<file path="config.mk">
export PLATFORM = sky130hd
export DESIGN_NAME = fetch_stage
export DESIGN_NICKNAME = d
export VERILOG_FILES = /design/src/rtl/fetch_stage.sv
export SDC_FILE = /design/constraint.sdc
export NUM_CORES = 1
export LEC_CHECK = 0
export ABC_AREA = 1
export CAP_MARGIN = 40
export CELL_PAD_IN_SITES_DETAIL_PLACEMENT = 1
export CELL_PAD_IN_SITES_GLOBAL_PLACEMENT = 2
export CORE_ASPECT_RATIO = 0.8
export CORE_MARGIN = 2
export CORE_UTILIZATION = 26
export DETAILED_ROUTE_END_ITERATION = 12
export HOLD_SLACK_MARGIN = 0.06
export PLACE_DENSITY = 0.85
export SYNTH_ARGS = -nofsm -noshare
export SYNTH_HDL_FRONTEND = slang
export SYNTH_SLANG_ARGS = --single-unit
</file>
<file path="constraint.sdc">
create_clock -name clk -period 2.3 [get_ports clk]
set_input_delay 0.69 -clock clk [delete_from_list [all_inputs] [get_ports clk]]
set_output_delay 0.69 -clock clk [all_outputs]
set_load 0.02 [all_outputs]
</file>
<file path="src/rtl/fetch_stage.sv">
// Instruction fetch stage: loads the PC from a 4-entry vector table, then streams 16-bit instructions into IF/ID.
// Optional macro FETCH_PERF_CNT_EN adds the fetchCount output (count of issued valid instructions).
module fetch_stage #(
  parameter logic [31:0] VEC_BASE = 32'h0000_0000
) (
  input  logic        clk,
  input  logic        rst,
  input  logic        fetch,
  input  logic [1:0]  fetchSrc,
  input  logic        stall,
  input  logic        flush,
  input  logic        branch,
  input  logic [31:0] branchTarget,
  output logic [31:0] imemAddr,
  input  logic [15:0] imemData,
  output logic [15:0] instr,
  output logic [31:0] pcNext,
  output logic        valid
`ifdef FETCH_PERF_CNT_EN
  ,
  output logic [31:0] fetchCount
`endif
);

  typedef enum logic [1:0] {IDLE, VEC_HI, VEC_LO, RUN} state_t;

  state_t      r_state;
  logic [31:0] r_pc;
  logic [1:0]  r_sel;
  logic [15:0] r_instr_p1;
  logic [31:0] r_pcnext_p1;
  logic        r_vld_p1;

  logic [31:0] w_vec_hi_addr;
  logic [31:0] w_vec_lo_addr;
  logic [31:0] w_pc_inc;
  logic        w_advance;

  // Each vector is two halfwords: high half first, then low half.
  assign w_vec_hi_addr = VEC_BASE + {29'd0, r_sel, 1'b0};
  assign w_vec_lo_addr = VEC_BASE + {29'd0, r_sel, 1'b1};
  assign w_pc_inc      = r_pc + 32'd1;
  assign w_advance     = (r_state == RUN) && !fetch && !branch && !flush && !stall;

  always_comb begin
    imemAddr = 32'd0;
    case (r_state)
      VEC_HI:  imemAddr = w_vec_hi_addr;
      VEC_LO:  imemAddr = w_vec_lo_addr;
      RUN:     imemAddr = r_pc;
      default: imemAddr = 32'd0;
    endcase
  end

  always_ff @(posedge clk or negedge rst) begin
    if (!rst) begin
      r_state     <= IDLE;
      r_pc        <= 32'd0;
      r_sel       <= 2'd0;
      r_instr_p1  <= 16'd0;
      r_pcnext_p1 <= 32'd0;
      r_vld_p1    <= 1'b0;
    end else if (fetch) begin
      r_sel    <= fetchSrc;
      r_state  <= VEC_HI;
      r_vld_p1 <= 1'b0;
    end else begin
      case (r_state)
        VEC_HI: begin
          r_pc[31:16] <= imemData;
          r_state     <= VEC_LO;
        end
        VEC_LO: begin
          r_pc[15:0] <= imemData;
          r_state    <= RUN;
        end
        RUN: begin
          if (branch) begin
            r_pc     <= branchTarget;
            r_vld_p1 <= 1'b0;
          end else if (flush) begin
            r_vld_p1 <= 1'b0;
          end else if (!stall) begin
            // IF -> ID boundary
            r_instr_p1  <= imemData;
            r_pcnext_p1 <= w_pc_inc;
            r_vld_p1    <= 1'b1;
            r_pc        <= w_pc_inc;
          end
        end
        default: r_state <= IDLE;
      endcase
    end
  end

  assign instr  = r_instr_p1;
  assign pcNext = r_pcnext_p1;
  assign valid  = r_vld_p1;

`ifdef FETCH_PERF_CNT_EN
  logic [31:0] r_fetch_cnt;

  always_ff @(posedge clk or negedge rst) begin
    if (!rst)
      r_fetch_cnt <= 32'd0;
    else if (w_advance)
      r_fetch_cnt <= r_fetch_cnt + 32'd1;
  end

  assign fetchCount = r_fetch_cnt;
`endif

endmodule

</file>
==> impl_metrics.ini <==
[sta]
setup_viol = 0
rsz0062_at_grt = yes
worst_pin_slew_ns = 0.438
setup_ws_ns = 0.0530
slew_headroom_pct = 70.8
period_minus_slack_ns = 2.25
fin_crit_sh_pct = 97.7
hold_viol = 0
fmax_mhz = 445
report.final.slew_viol_count = 0
clock_skew_ns = 0.00592

[worst_setup_path]
ff2ff_setup_slack_ns = 0.29
worstPathArrival_ns = 1.56
path_cells = ha_4, clkbuf_16, nand2_1, inv_1, clkdlybuf4s15_2
worstSetupPathType = reg -> out
critPathLaunchType = flop
crit_buf_inv = 3
critPathSlowestCell = dfrtp_1
crit_family = buffers and inverters
crit_fanout = 14
slowest_delay_ns = 0.41
required_ns = 1.61
worstSetupEndpointType = output pin

[power_and_ir_drop]
leakagePower_nw = 3.57
ir_drop_mv = 0.448
p_per_area_mw_per_mm2 = 1250

[logic_synthesis]
yosysTopAreaCell = dfrtp_1
yosys.area.top_type_share_pct = 41.6
ys_seq_area_share_pct = 41.6
synth_seq_cells = 85
synth_fp_nets = 814
synthesis.area_mm2 = 0.00511
synth_area_leaders = dfrtp_1 42%, nand2_1 14%, nor2_1 12%
yosysWarnings = 0
avgSynthCellArea_um2 = 6.79
syn-instance-count = 753
yosysUniqueCellTypes = 32

[global_route]
grt_max_degree = 34
grt_util_all_layers_pct = 18.9
grt_first_pass_wirelength_mm = 30.5
first_global_vias = 5628
overflow = 0
antenna_found_initial = 0

[drt]
drc = 0
vias = 5337
wire_per_inst_um = 16.5
drt-initial-drc-count = 268
drt_wl_total_mm = 19.3
first_pass_iters = 4
ant_nets = 0
avgViaCountPerCell = 4.54

[job]
maxCapViolCount = 0

[die]
die_w_um = 161
row_count = 45
die_y_um = 129
start_util_pct = 26.7
boundaryPins = 137
fp.coreArea_mm2 = 0.0191
fp.dieArea_mm2 = 0.0208

[layout]
drive_gt1_share_pct = 12.5
areaGrowthSynthToFinish_pct = 41.4
finish.utilization_pct = 37.8
filler_cell_count = 2429
nNetsFinal = 974
diodes = 0

[clock_network]
numCtsBuffers = 9
root_buffer = clkbuf_16
cts_tree = built
numClockSinks = 85
ctsHoldBuffers = 0
clk_pin_slew_ns = 0.07
cts.htree.levels = 3
clk_latency_ns = 0.35
clockBufferDepth = 2

[placement]
dpl.hpwl_mm = 14.7
place_worst_setup_slack_ns = -0.0324
place.gp.congestion = 0.851
portBuffers = 136

[run_status]
status = completed

[hold_path]
min_path_type = in -> async
-- power by group --
part	switching [mW]	leakage (nW)	internal (mW)
sequential	0.729	0.988	2.16
clock	0.648	0.127	0.753
combinational	2.79	2.46	1.99
total	4.17	3.57	4.90
-- repair_timing --
action                     in CTS  in global routing
setup endpoints to repair      32                 29
pin swaps                       0                  1
setup buffers                   1                  1
resized for setup              96                 36
cloned                          0                  1
-- registers in the layout, indices dropped and copies added (netlist names) --
| signal | flops |
|---|---|
| instr | 16 |
| pcNext | 32 |
| r_sel | 2 |
| r_state | 2 |
| valid | 1 |
| r_pc | 32 |
-- Yosys cell counts, drive strengths merged --
| library cell | n |
|---|---|
| ha | 5 |
| o211ai | 3 |
| nand3 | 47 |
| buf | 19 |
| nor2 | 172 |
| xor2 | 9 |
| a22oi | 3 |
| clkbuf | 11 |
| dfrtp | 85 |
| nand4 | 1 |
| a21o | 2 |
| nand3b | 3 |
| xnor2 | 1 |
| o31ai | 1 |
| o22ai | 1 |
| o21a | 16 |
| clkinv | 1 |
| o21ai | 50 |
| and2 | 1 |
| nand2 | 199 |
| a31oi | 2 |
| a21oi | 31 |
| inv | 90 |
-- metrics by stage --
step	TNS [ns]	hold WS [ns]	instances	power, mW	area [um2]
after floorplan	0	0.394	753	5.43	5110
final	0	0.233	1175	9.07	7230
after global routing	-0.0285	0.248	1175	9.77	7230
after global placement	-0.231	0.464	1157	7.64	7050
after CTS	-0.0635	0.233	1173	9.15	7330
after detailed placement	-0.284	0.473	1157	7.76	7050
-- worst paths after layout --
path / end / cells after the start / start
worst max-delay path: imemAddr[7] / 5 / r_state[1]
worst min-delay path: instr[11] / 1 / rst
worst max register to register: pcNext[30] / 10 / r_pc[0]
worst min register to register: pcNext[14] / 2 / pcNext[14]
max in group asynchronous: pcNext[1] / 2 / rst
min in group clk: pcNext[14] / 2 / pcNext[14]
-- layer usage --
| metal | GRT usage [%] | vias to the layer above | share of wire (%) |
|---|---|---|---|
| met4 | 3.83 | 0 | 0.83 |
| met5 | 0 | - | 0 |
| met2 | 32.0 | 104 | 46 |
| li1 | - | 2660 | - |
| met1 | 25.4 | 2560 | 49 |
| met3 | 3.52 | 13 | 4.1 |
-- cell usage in the layout, fill, tap and decap left out, types with 2 or more instances in the layout --
| cell | n |
|---|---|
| nor2_4 | 6 |
| nand3b_1 | 3 |
| nand2_1 | 196 |
| o21ai_1 | 23 |
| clkinv_2 | 2 |
| buf_12 | 8 |
| xor2_1 | 9 |
| clkbuf_2 | 4 |
| dfrtp_1 | 84 |
| clkbuf_16 | 10 |
| inv_1 | 85 |
| nor2_2 | 5 |
| o21a_1 | 16 |
| o21ai_0 | 27 |
| nor2_1 | 161 |
| clkinvlp_4 | 2 |
| a21oi_1 | 31 |
| nand2_2 | 3 |
| clkdlybuf4s50_1 | 103 |
| buf_2 | 26 |
| nand3_1 | 46 |
| a21o_1 | 2 |
| buf_4 | 36 |
| o211ai_1 | 3 |
| inv_2 | 5 |
| a22oi_1 | 3 |
| ha_1 | 3 |
-- layout make-up --
cell class                 instances  area [um2]  share of cell area, %
clock buffer                      11         243                   3.36
clock inverter                     4        25.0                  0.346
tap                              258         323                   4.46
multi-input combinational        547        2520                   34.9
timing repair buffer             179        1650                   22.8
inverter                          91         342                   4.72
sequential                        85        2130                   29.4
-- cells by family after synthesis --
kind of cell | after synthesis | share of synthesized area [%]
AO/OA/AOI/OAI | 109 | 12.1
buffers and inverters | 121 | 9.66
flip-flops | 85 | 41.6
AND/OR/NAND/NOR | 423 | 33.7
XOR/XNOR | 10 | 1.71
adder cells (fa/ha/maj) | 5 | 1.22
Note: power is estimated with default switching activity, not from simulation.
